===== src/rtl/salt_pkg.sv =====
// Shared types and constants for the program sequencer slice.
// Holds the debug run-control state encoding, the NOP opcode the top level
// injects while halted, the default program-memory address width and the
// zero pad that forms the low nibble of every jump target.
package salt_pkg;

    typedef enum logic [2:0] {
        RUN        = 3'd0,
        HALT       = 3'd1,
        STEP_FETCH = 3'd2,
        STEP_EXEC  = 3'd3,
        RESUME     = 3'd4
    } seq_state_t;

    localparam logic [7:0] NOP_OPCODE    = 8'hC8;
    localparam int         PM_AW_DEFAULT = 8;
    localparam logic [3:0] JMP_PAD       = 4'b0000;

    // Jump target: decoder nibble in the high half, low half padded with zeros.
    function automatic logic [7:0] jump_target(input logic [3:0] nibble);
        return {nibble, JMP_PAD};
    endfunction

endpackage


===== src/rtl/seq_branch_trace.sv =====
// Circular trace of taken-branch source addresses.
// Only instantiated when SEQ_BRANCH_TRACE_EN is defined. Entry 0 on the read
// side is the newest write; reads past the number of valid entries return 0.
// DEPTH must be a power of two no larger than 7 so the 3-bit count can hold it.
module seq_branch_trace #(
    parameter int AW    = 8,
    parameter int DEPTH = 4
) (
    input  logic          clk,
    input  logic          sync_reset,
    input  logic          wr_en,
    input  logic [AW-1:0] wr_pc,
    input  logic [1:0]    rd_idx,
    output logic [AW-1:0] rd_data,
    output logic [2:0]    count
);

    localparam int PW = (DEPTH > 1) ? $clog2(DEPTH) : 1;

    logic [AW-1:0] mem_r [DEPTH];
    logic [PW-1:0] wr_ptr_r;
    logic [PW-1:0] rd_ptr_s;
    logic [2:0]    count_r;

    // Write taken-branch sources into the ring and keep a saturating fill count.
    always_ff @(posedge clk) begin
        if (sync_reset) begin
            wr_ptr_r <= '0;
            count_r  <= 3'd0;
            for (int i = 0; i < DEPTH; i++) begin
                mem_r[i] <= '0;
            end
        end else if (wr_en) begin
            mem_r[wr_ptr_r] <= wr_pc;
            wr_ptr_r        <= wr_ptr_r + PW'(1'b1);
            if (count_r != 3'(DEPTH)) begin
                count_r <= count_r + 3'd1;
            end
        end
    end

    // Newest-first read: walk back from the write pointer, blank unused slots.
    always_comb begin
        rd_ptr_s = wr_ptr_r - PW'(1'b1) - PW'(rd_idx);
        if ({1'b0, rd_idx} < count_r) begin
            rd_data = mem_r[rd_ptr_s];
        end else begin
            rd_data = '0;
        end
    end

    assign count = count_r;

endmodule


===== src/rtl/program_sequencer.sv =====
// Program sequencer: drives the program-memory address for the instruction
// decoder, resolves jmp / jmp_nz against the ALU zero flag, and hosts the
// debug run-control FSM (halt / single-step / resume) that freezes pc and
// asks the top level to inject NOPs. pc is the address of the instruction
// currently in ir, so pc <= pm_addr on every edge.
// Optional feature: define SEQ_BRANCH_TRACE_EN to add a branch-source trace.
module program_sequencer
    import salt_pkg::*;
#(
    parameter int PM_AW       = PM_AW_DEFAULT,
    parameter int TRACE_DEPTH = 4
) (
    input  logic             clk,
    input  logic             sync_reset,
    input  logic             jmp,
    input  logic             jmp_nz,
    input  logic [3:0]       ir_nibble,
    input  logic             dont_jmp,
    input  logic             halt_req,
    input  logic             step_req,
    input  logic             run_req,
    output logic [PM_AW-1:0] pm_addr,
    output logic [PM_AW-1:0] pc,
    output logic [7:0]       from_PS,
    output logic             nop_inject,
    output logic             halted,
    input  logic [1:0]       trace_rd_idx,
    output logic [PM_AW-1:0] trace_data,
    output logic [2:0]       trace_count
);

    seq_state_t       state_r;
    seq_state_t       state_nx_s;
    logic [PM_AW-1:0] pc_r;
    logic [PM_AW-1:0] pm_addr_s;
    logic [PM_AW-1:0] seq_s;
    logic [PM_AW-1:0] target_s;
    logic             taken_s;
    logic             nop_s;
    logic             halted_s;
    logic             trace_wr_s;

    // Sequential next address: jump target when taken, otherwise pc+1 (wraps).
    always_comb begin
        target_s = PM_AW'(jump_target(ir_nibble));
        taken_s  = jmp | (jmp_nz & ~dont_jmp);
        if (taken_s) begin
            seq_s = target_s;
        end else begin
            seq_s = pc_r + PM_AW'(1'b1);
        end
    end

    // Run-control next state, address select and NOP request; reset forces address 0.
    always_comb begin
        state_nx_s = state_r;
        pm_addr_s  = seq_s;
        nop_s      = 1'b0;
        trace_wr_s = 1'b0;
        case (state_r)
            RUN: begin
                pm_addr_s  = seq_s;
                nop_s      = halt_req;
                trace_wr_s = taken_s;
                if (halt_req) begin
                    state_nx_s = HALT;
                end else begin
                    state_nx_s = RUN;
                end
            end
            HALT: begin
                pm_addr_s = pc_r;
                nop_s     = 1'b1;
                if (run_req) begin
                    state_nx_s = RESUME;
                end else if (step_req) begin
                    state_nx_s = STEP_FETCH;
                end else begin
                    state_nx_s = HALT;
                end
            end
            STEP_FETCH: begin
                // Refetch the instruction at pc so the step executes it for real.
                pm_addr_s  = pc_r;
                nop_s      = 1'b0;
                state_nx_s = STEP_EXEC;
            end
            STEP_EXEC: begin
                pm_addr_s  = seq_s;
                nop_s      = 1'b1;
                trace_wr_s = taken_s;
                state_nx_s = HALT;
            end
            RESUME: begin
                pm_addr_s  = pc_r;
                nop_s      = 1'b0;
                state_nx_s = RUN;
            end
            default: begin
                pm_addr_s  = pc_r;
                nop_s      = 1'b0;
                state_nx_s = RUN;
            end
        endcase
        if (sync_reset) begin
            pm_addr_s  = '0;
            nop_s      = 1'b0;
            trace_wr_s = 1'b0;
        end else begin
            trace_wr_s = trace_wr_s;
        end
        halted_s = (state_r == HALT) & ~sync_reset;
    end

    // State and program counter registers; pc always follows the fetched address.
    always_ff @(posedge clk) begin
        if (sync_reset) begin
            state_r <= RUN;
            pc_r    <= '0;
        end else begin
            state_r <= state_nx_s;
            pc_r    <= pm_addr_s;
        end
    end

    assign pm_addr    = pm_addr_s;
    assign pc         = pc_r;
    assign nop_inject = nop_s;
    assign halted     = halted_s;

    if (PM_AW >= 8) begin : g_tap_trunc
        assign from_PS = pc_r[7:0];
    end else begin : g_tap_ext
        assign from_PS = {{(8 - PM_AW){1'b0}}, pc_r};
    end

`ifdef SEQ_BRANCH_TRACE_EN
    seq_branch_trace #(
        .AW    (PM_AW),
        .DEPTH (TRACE_DEPTH)
    ) u_trace (
        .clk        (clk),
        .sync_reset (sync_reset),
        .wr_en      (trace_wr_s),
        .wr_pc      (pc_r),
        .rd_idx     (trace_rd_idx),
        .rd_data    (trace_data),
        .count      (trace_count)
    );
`else
    logic unused_trace_s;
    assign trace_data     = '0;
    assign trace_count    = 3'd0;
    assign unused_trace_s = ^{trace_rd_idx, trace_wr_s, TRACE_DEPTH[0]};
`endif

endmodule


===== config.mk =====
export PLATFORM = sky130hd
export DESIGN_NAME = program_sequencer
export DESIGN_NICKNAME = d
export VERILOG_FILES = /design/src/rtl/salt_pkg.sv /design/src/rtl/seq_branch_trace.sv /design/src/rtl/program_sequencer.sv
export SDC_FILE = /design/constraint.sdc
export NUM_CORES = 1
export LEC_CHECK = 0
export CAP_MARGIN = 20
export CORE_AREA = 5 5 54 56
export CTS_CLUSTER_DIAMETER = 60
export CTS_CLUSTER_SIZE = 30
export DETAILED_ROUTE_END_ITERATION = 16
export DIE_AREA = 0 0 59 61
export GPL_TIMING_DRIVEN = 0
export PLACE_DENSITY = 0.76
export REMOVE_ABC_BUFFERS = 1
export SETUP_SLACK_MARGIN = 0.1
export SLEW_MARGIN = 20
export SYNTH_ARGS = -nofsm -noshare
export SYNTH_HDL_FRONTEND = slang
export SYNTH_SLANG_ARGS = --single-unit

===== constraint.sdc =====
create_clock -name clk -period 3.3 [get_ports clk]
set_clock_uncertainty 0.15 [all_clocks]
set_input_delay 0.99 -clock clk [delete_from_list [all_inputs] [get_ports clk]]
set_output_delay 0.99 -clock clk [all_outputs]
set_load 0.01 [all_outputs]

==> reports/results.tsv, run 1 <==
metric	value	unit
hold_ws	0.382	ns
vias in the first global route	842	
IO buf count	37	
I/O Pins	51	
switching share of power	0.333	
core area	2390	sq um
slowest stage delay, CP	0.30	ns
H-tree depth	1	
EDFF count, synth	0	
Sum Neg Setup Slack	0	ns
layout cells sized above 1	0.275	
die span in y	61	microns
master of the slowest instance on the critical path	o31a_1	
leakage power	0.461	nW
status	finished, final reports clean	
pins over their slew limit	0	
Layout Cells excl Fill	168	
vias	892	
hpwl dp	1.57	mm
Initial DRC Count	29	
Synth Register Bits	11	
cell accounting for the most synthesized area	dfxtp_1	
ant diodes	0	
pre-CTS setup slack	-0.845	ns
drt first pass iters	4	
crit path cell chain	buf_6, nor2b_4, or2_4, o31a_1, o32ai_2, buf_2	
clk_lat worst skew	0.27	ns
total of max-cap violations	0	
final net count	154	
Buf/Inv on CP	2	
Yosys cell types	33	
initial antenna violation count	0	
crit-path leading delay family	compound AO/OA/AOI/OAI gates	
YS warnings	0	
flip-flop and latch area	220	sq um
reg-to-reg setup timing slack	1.49	ns
relative slew slack	0.572	
Sequential Power Share	0.395	
final setup fails	0	
FMAX	0.307	GHz
most frequent cells after synthesis	buf_4, a21oi_1, dfxtp_1	
register area share after synthesis	0.271	
CP endpoint kind	primary output	
post-synthesis cell area	813	sq um
VDD IR max	0.258	mV
DP Area	1100	sq um
Pwr Density	325	nW/um^2
Die ar.	3600	sq um
cts bufs inserted	3	
Tmin final	3.26	ns
most common cell in the netlist	buf_4	
Fillers	234	
period utilization	0.988	
Sw Pwr	0.130	mW
largest net degree at the start of global routing	23	
total grt overflow	0	
largest cells by area after synthesis	dfxtp_1, buf_4, a21oi_1	
root buffer cell	clkbuf_4	
ys async rst share	0	
Comb pwr share	0.362	
Worst Path Arrival	2.12	ns
DR DRC count	0	
Post-DRT Antenna Nets	0	
Clock power frac	0.243	
Bufs on Longest Clock Path	2	
Setup crit start kind	input pin	
maximum fanout along the worst path	6	
Worst Tran Pin Value	0.638	ns
initial core utilization	0.341	
Most used DFF post-synth	dfxtp_1	
first-pass GRT wire length	3.62	mm
chip width	59	microns
Fin. Hold Viols	0	
DR WL/cell	13.0	microns
Placed Instances	158	
post-synth top area share	0.271	
routability cong.	0.866	
TritonCTS clock tree	done	
gr usage total	0.128	
RSZ-0062 raised after global routing	yes	
worst path required time	2.16	ns
final worst slack	0.0396	ns
Setup Crit Path Kind	in2out	
cell internal pwr	0.260	mW
HP Class	reg2reg	
Placement Rows	18	
Layout area overhead	47.5	%
Synth Area per Inst	7.75	sq um
clk sinks	11	
Post-Synthesis Cells	105	
post-route cell area	1200	sq um
drt total wl	2.18	mm
Worst-path clk slew	0.07	ns
area taken by multi-input logic gates	542	sq um
Via density	5.31	
## what timing repair did
item / 4_1_cts / 5_1_grt
endpoints found under the setup margin: 10 / 7
hold buffers: 0 / 0
setup buffers: 5 / 1
gates resized for setup: 56 / 14
pin swaps: 8 / 8
## state kept, by name (all words and copies together) (netlist names)
signal   count
from_PS      8
state_r      3
## power groups by stage
| stage | Combinational, mW | Clock, mW | Sequential (mW) |
|---|---|---|---|
| after detailed placement | 0.126 | 0 | 0.156 |
| after floorplan | 0.0535 | 0 | 0.160 |
| after global routing | 0.154 | 0.106 | 0.156 |
| after CTS | 0.131 | 0.0973 | 0.153 |
| after global placement | 0.124 | 0 | 0.156 |
| final | 0.141 | 0.0946 | 0.154 |
## metrics by stage
| stage | utilization | total power [mW] |
|---|---|---|
| detailed placement | 0.459 | 0.282 |
| floorplan | - | 0.214 |
| CTS | 0.482 | 0.381 |
| finish | 0.503 | 0.389 |
| global route | 0.503 | 0.417 |
| global placement | 0.459 | 0.280 |
## worst reg2reg max path, cell delays in order, from the launching register on
cell and delay [ns]:
dfxtp_1 0.46, ha_1 0.28, nand4_1 0.16, o31a_1 0.34, buf_4 0.14, o32ai_1 0.19
## placed cells by master, fill, tap and decap left out, types with 2 or more instances in the layout
| master | n |
|---|---|
| nor2b_4 | 2 |
| a21oi_2 | 4 |
| o21ai_0 | 2 |
| nor3_1 | 6 |
| buf_4 | 6 |
| nand4b_1 | 2 |
| o31a_1 | 2 |
| or3_4 | 2 |
| buf_2 | 9 |
| conb_1 | 11 |
| dfxtp_1 | 11 |
| inv_1 | 3 |
| and2_1 | 2 |
| nand2b_1 | 3 |
| o32ai_1 | 3 |
| clkbuf_4 | 4 |
| o32ai_2 | 3 |
| nand2_1 | 3 |
| clkdlybuf4s50_1 | 24 |
| nand3_1 | 3 |
| a21oi_1 | 11 |
| o21ai_1 | 4 |
## layout make-up
class,count,share of cell area
Multi-Input combinational cell,77,0.452
Timing Repair Buffer,43,0.302
Sequential cell,11,0.184
Tap cell,30,0.0313
Clock buffer,4,0.0219
Inverter,3,0.00938
## layer usage
metal  track usage  wire [microns]  part of all wire  up-vias
met4        0.0324               0                 0        0
met5             0               0                 0        -
met3        0.0447             196             0.090        0
met2         0.216            1060              0.48       43
met1         0.156             925              0.42      423
li1              -               -                 -      426
## worst paths after layout
check | startpoint | end | cells past startpoint
worst max-delay path | jmp_nz | pm_addr[7] | 6
worst min-delay path | state_r[1]$_SDFF_PP0_ | state_r[0]$_SDFF_PP0_ | 2
worst max register to register | from_PS[0]$_SDFF_PP0_ | from_PS[6]$_SDFF_PP0_ | 5
worst min register to register | state_r[1]$_SDFF_PP0_ | state_r[0]$_SDFF_PP0_ | 2
## logic make-up (layout without fill, tap and decap cells)
kind of cell               after synthesis  count (layout)  synth area share
buffers and inverters                   27              50             0.214
adders and majority gates                1               1            0.0154
AOI/OAI and AO/OA                       32              32             0.245
DFF                                     11              11             0.271
other                                    1              11           0.00461
and+or+nand+nor                         32              32             0.238
muxes                                    1               1            0.0123
No activity file was read; power rests on OpenSTA's default activity.
==> run 2, diff against run 1 <==
--- a/constraint.sdc
+++ b/constraint.sdc
@@ -3,3 +3,3 @@
 set_input_delay 0.99 -clock clk [delete_from_list [all_inputs] [get_ports clk]]
 set_output_delay 0.99 -clock clk [all_outputs]
-set_load 0.01 [all_outputs]
+set_load 0.005 [all_outputs]
==> run 2 against run 1 <==
  * Critical path depth stayed put
  * Die area stayed put
  * Via count is 1.3% higher
  * Clock power is 1% higher
  * Clock-buffer cell count stayed put
  * Non-clock buffer count stayed put
  * Sequential cell count stayed put
  * Power is 1.6% lower
  * Hold slack worse by 0.0027 ns
==> reports/results.tsv, run 2 (same netlist as run 1, synthesis figures left out) <==
metric	value	unit	change
Via density	5.38		was 5.31
final setup fails	0		unchanged
relative slew slack	0.615		was 0.572
cts bufs inserted	3		unchanged
Hold-fix buffers, CTS	0		unchanged
FF-to-FF End	from_PS[6]$_SDFF_PP0_		unchanged
I/O Pins	51		unchanged
clk_lat worst skew	0.27	ns	about the same
H-tree depth	1		unchanged
reg-to-reg startpoint	from_PS[0]$_SDFF_PP0_		unchanged
area taken by multi-input logic gates	543	sq um	was 542 sq um
Bufs on Longest Clock Path	2		unchanged
final net count	154		unchanged
leakage power	0.470	nW	was 0.461 nW
drt first pass iters	4		unchanged
clk sinks	11		unchanged
layout cells sized above 1	0.232		was 0.275
worst path required time	2.16	ns	about the same
crit path cell chain	buf_6, nor2b_4, or2_4, o31a_1, o32ai_2, buf_2		unchanged
DR WL/cell	13.5	microns	was 13.0 microns
Finished Core Util	0.514		was 0.503
hold path cells	1		was 2
FMAX	0.308	GHz	was 0.307 GHz
initial core utilization	0.341		unchanged
pre-CTS setup slack	-0.810	ns	was -0.845 ns
vias in the first global route	839		was 842
Setup Crit Path Kind	in2out		unchanged
master of the slowest instance on the critical path	o31a_1		unchanged
hold_ws	0.379	ns	was 0.382 ns
Initial DRC Count	30		was 29
Reg2Reg Depth	5		unchanged
chip width	59	microns	unchanged
pins over their slew limit	0		unchanged
Fin. Hold Viols	0		unchanged
Tmin final	3.25	ns	was 3.26 ns
maximum fanout along the worst path	6		unchanged
period utilization	0.985		was 0.988
HP Class	reg2reg		unchanged
reg-to-reg setup timing slack	1.56	ns	was 1.49 ns
RSZ-0062 raised after global routing	yes		unchanged
Die ar.	3600	sq um	unchanged
slowest stage delay, CP	0.30	ns	about the same
core area	2390	sq um	unchanged
Pwr Total	0.383	mW	was 0.389 mW
drt total wl	2.27	mm	was 2.18 mm
gr usage total	0.129		was 0.128
vias	904		was 892
ant diodes	0		unchanged
Hold Path Sink	state_r[0]$_SDFF_PP0_		unchanged
first-pass GRT wire length	3.62	mm	about the same
max FFs per register	8		unchanged
total grt overflow	0		unchanged
most common cell after layout, fill and taps aside	clkdlybuf4s50_1		unchanged
Setup crit start kind	input pin		unchanged
Placement Rows	18		unchanged
most frequent cells in the layout	clkdlybuf4s50_1, a21oi_1, conb_1, dfxtp_1, buf_2		unchanged
VDD IR max	0.261	mV	was 0.258 mV
Worst-path clk slew	0.07	ns	about the same
CP endpoint kind	primary output		unchanged
Worst Path Arrival	2.11	ns	was 2.12 ns
flip-flop and latch area	220	sq um	unchanged
Layout area overhead	50.9	%	was 47.5%
Worst Tran Pin Value	0.574	ns	was 0.638 ns
Post-DRT Antenna Nets	0		unchanged
initial antenna violation count	0		unchanged
routability cong.	0.866		unchanged
total of max-cap violations	0		unchanged
Fillers	233		was 234
hold_sp	state_r[2]$_SDFF_PP0_		was state_r[1]$_SDFF_PP0_
DR DRC count	0		unchanged
root buffer cell	clkbuf_4		unchanged
hpwl dp	1.57	mm	unchanged
largest net degree at the start of global routing	23		unchanged
die span in y	61	microns	unchanged
Pwr Density	312	nW/um^2	was 325 nW/um^2
final worst slack	0.0498	ns	was 0.0396 ns
IO buf count	37		unchanged
status	finished, final reports clean		unchanged
TritonCTS clock tree	done		unchanged
## run 2: power breakdown
group / switching (mW) / internal [mW] / total [mW]
logic: 0.0600 / 0.0736 / 0.134
clock network: 0.0492 / 0.0467 / 0.0959
registers: 0.0125 / 0.141 / 0.154
## run 2: worst max-delay path by stage
stage | from | endpoint | slack, ns | cells after the start
5_1_grt | jmp_nz | pm_addr[7] | 0.003 | 6
2_1_floorplan | jmp_nz | pm_addr[7] | 0.21 | 4
3_5_place_dp | jmp_nz | pm_addr[6] | -0.81 | 6
4_1_cts | jmp_nz | pm_addr[7] | 0.004 | 6
6_report | jmp_nz | pm_addr[7] | 0.05 | 6
3_3_place_gp | jmp_nz | pm_addr[5] | -0.81 | 6
## run 2: cell type report
class	count	area share
sequential	11	0.179
inverter	3	0.00917
multi-input combinational	77	0.442
clock buffer	4	0.0214
timing repair buffer	43	0.317
tap	30	0.0306
## run 2: per-layer routing
| layer | wire (microns) | global-route usage | vias up |
|---|---|---|---|
| li1 | - | - | 424 |
| met4 | 0 | 0.0324 | 0 |
| met1 | 918 | 0.148 | 421 |
| met2 | 1100 | 0.229 | 59 |
| met5 | 0 | 0 | - |
| met3 | 242 | 0.0468 | 0 |
## run 2: stage by stage
stage	instances	instance area, sq um	setup TNS (ns)
global route	168	1230	0
detailed placement	158	1100	-7.12
finish	168	1230	0
CTS	166	1150	0
floorplan	91	688	0
global placement	158	1100	-7.05
## run 2: timing repair
action,in CTS,in global routing
pin swaps,5,6
resized for setup,45,15
setup buffers,4,2
setup endpoints to repair,10,8
## run 2: worst max-delay path, delay by kind of cell
kind	cells	cell delay, ns
buffers and inverters	2	0.24
AO/OA/AOI/OAI	2	0.49
AND/OR/NAND/NOR	2	0.39
==> run 3, diff against run 2 <==
CAP_MARGIN = 5   (was 20)
CORE_AREA = 5 5 52 54   (was 5 5 54 56)
DIE_AREA = 0 0 57 59   (was 0 0 59 61)
PLACE_DENSITY = 0.82   (was 0.76)
clock period = 4.2 ns   (was 3.3 ns; I/O delays follow)
==> run 3 against run 2 <==
  * Non-clock buffer count is 2 lower
  * Clock-buffer cell count stayed put
  * Power is 23% lower
  * Sequential share of layout area is 0.88 points higher
  * Critical path type unchanged
  * Largest cell class unchanged
  * Largest power group unchanged
==> reports/results.tsv, run 3 (same netlist as run 1, synthesis figures left out) <==
metric	value	unit	change
H-tree depth	1		unchanged
Worst Setup SP	jmp_nz		unchanged
clk sinks	11		unchanged
ant diodes	0		unchanged
chip width	57	microns	was 59 microns
switching share of power	0.316		was 0.317
HP Class	reg2reg		unchanged
final net count	152		was 154
VDD IR max	0.152	mV	was 0.261 mV
CP endpoint kind	primary output		unchanged
cts bufs inserted	3		unchanged
Initial DRC Count	10		was 30
leakage power	0.450	nW	was 0.470 nW
hold_ws	0.385	ns	was 0.379 ns
DR DRC count	0		unchanged
reg-to-reg startpoint	state_r[0]$_SDFF_PP0_		was from_PS[0]$_SDFF_PP0_
vias	865		was 904
root buffer cell	clkbuf_4		unchanged
pins over their slew limit	0		unchanged
initial antenna violation count	0		unchanged
largest net degree at the start of global routing	23		unchanged
Sequential Power Share	0.412		was 0.401
total grt overflow	0		unchanged
core area	2170	sq um	was 2390 sq um
clk_lat worst skew	0.28	ns	was 0.27 ns
IO buf count	37		unchanged
TritonCTS clock tree	done		unchanged
most frequent cells in the layout	clkdlybuf4s50_1, a21oi_1, conb_1, dfxtp_1, dlygate4sd2_1		was clkdlybuf4s50_1, a21oi_1, conb_1, dfxtp_1, buf_2
layout cells sized above 1	0.132		was 0.232
area taken by multi-input logic gates	494	sq um	was 543 sq um
drt total wl	2.26	mm	was 2.27 mm
Sw Pwr	0.0929	mW	was 0.122 mW
relative slew slack	0.553		was 0.615
Layout area overhead	43.8	%	was 50.9%
Die ar.	3360	sq um	was 3600 sq um
max FFs per register	8		unchanged
cell internal pwr	0.201	mW	was 0.262 mW
Post-DRT Antenna Nets	0		unchanged
vias in the first global route	804		was 839
Clock power frac	0.256		was 0.250
Comb pwr share	0.332		was 0.349
RSZ-0062 raised after global routing	yes		unchanged
Setup crit start kind	input pin		unchanged
Worst Tran Pin Value	0.665	ns	was 0.574 ns
initial core utilization	0.375		was 0.341
flip-flop and latch area	220	sq um	unchanged
Fin. Hold Viols	0		unchanged
Placement Rows	17		was 18
most common cell after layout, fill and taps aside	clkdlybuf4s50_1		unchanged
FMAX	0.245	GHz	
period utilization	0.971		
status	finished, final reports clean		unchanged
gr usage total	0.129		about the same
hpwl dp	1.63	mm	was 1.57 mm
I/O Pins	51		unchanged
routability cong.	0.863		was 0.866
first-pass GRT wire length	3.48	mm	was 3.62 mm
Via density	5.27		was 5.38
Pwr Density	251	nW/um^2	was 312 nW/um^2
Sum Neg Setup Slack	0	ns	unchanged
die span in y	59	microns	was 61 microns
Bufs on Longest Clock Path	2		unchanged
Setup Crit Path Kind	in2out		unchanged
drt first pass iters	4		unchanged
total of max-cap violations	0		unchanged
DR WL/cell	13.8	microns	was 13.5 microns
Worst-path clk slew	0.07	ns	about the same
Worst Path Arrival	2.67	ns	was 2.11 ns
final setup fails	0		unchanged
Fillers	228		was 233
worst path required time	2.79	ns	was 2.16 ns
hold_sp	state_r[1]$_SDFF_PP0_		was state_r[2]$_SDFF_PP0_
maximum fanout along the worst path	5		was 6
Tmin final	4.08	ns	
-- run 3: final timing paths --
check | end | slack, ns | cells past startpoint
worst max-delay path | pm_addr[6] | 0.12 | 6
worst min-delay path | state_r[0]$_SDFF_PP0_ | 0.38 | 2
worst max register to register | from_PS[5]$_SDFF_PP0_ | 2.15 | 5
worst min register to register | state_r[0]$_SDFF_PP0_ | 0.38 | 2
-- run 3: cell type report --
cell class                      count  share of cell area
Tap cell                           28              0.0299
Multi-Input combinational cell     77               0.422
Timing Repair Buffer               41               0.327
Sequential cell                    11               0.188
Clock buffer                        4              0.0225
Inverter                            3             0.00963
-- run 3: metrics by stage --
stage / utilization / setup slack, ns / total power, mW / std cells / cell area (sq um)
6_report: 0.539 / 0.122 / 0.294 / 164 / 1170
4_1_cts: 0.529 / 0.0857 / 0.289 / 163 / 1150
3_3_place_gp: 0.504 / -0.437 / 0.211 / 156 / 1090
3_5_place_dp: 0.504 / -0.443 / 0.214 / 156 / 1090
2_1_floorplan: - / 0.573 / 0.160 / 91 / 688
5_1_grt: 0.539 / 0.0623 / 0.310 / 164 / 1170
-- run 3: per-layer routing --
layer	GRT usage	up-vias	routed length, microns
met5	0	-	0
met2	0.219	44	1100
met3	0.0327	5	209
met4	0.0596	0	36
met1	0.152	396	914
li1	-	420	-
-- run 3: power by group through the flow --
stage | clock network [mW] | registers [mW] | logic, mW
2_1_floorplan | 0 | 0.122 | 0.0375
3_3_place_gp | 0 | 0.122 | 0.0888
3_5_place_dp | 0 | 0.123 | 0.0905
4_1_cts | 0.0752 | 0.121 | 0.0929
5_1_grt | 0.0798 | 0.123 | 0.107
6_report | 0.0751 | 0.121 | 0.0977
-- run 3: what timing repair did --
action / in CTS / in global routing
setup buffers: 3 / 1
gates resized for setup: 22 / 6
hold buffers: 0 / 0
pin swaps: 5 / 2
cloned: 0 / 0
endpoints found under the setup margin: 10 / 3
-- run 3: critical path, cell delays in order --
cell	delay, ns
dlygate4sd2_1	0.23
nor2b_4	0.14
or2_4	0.27
o31a_1	0.31
o32ai_2	0.21
clkdlybuf4s15_1	0.24
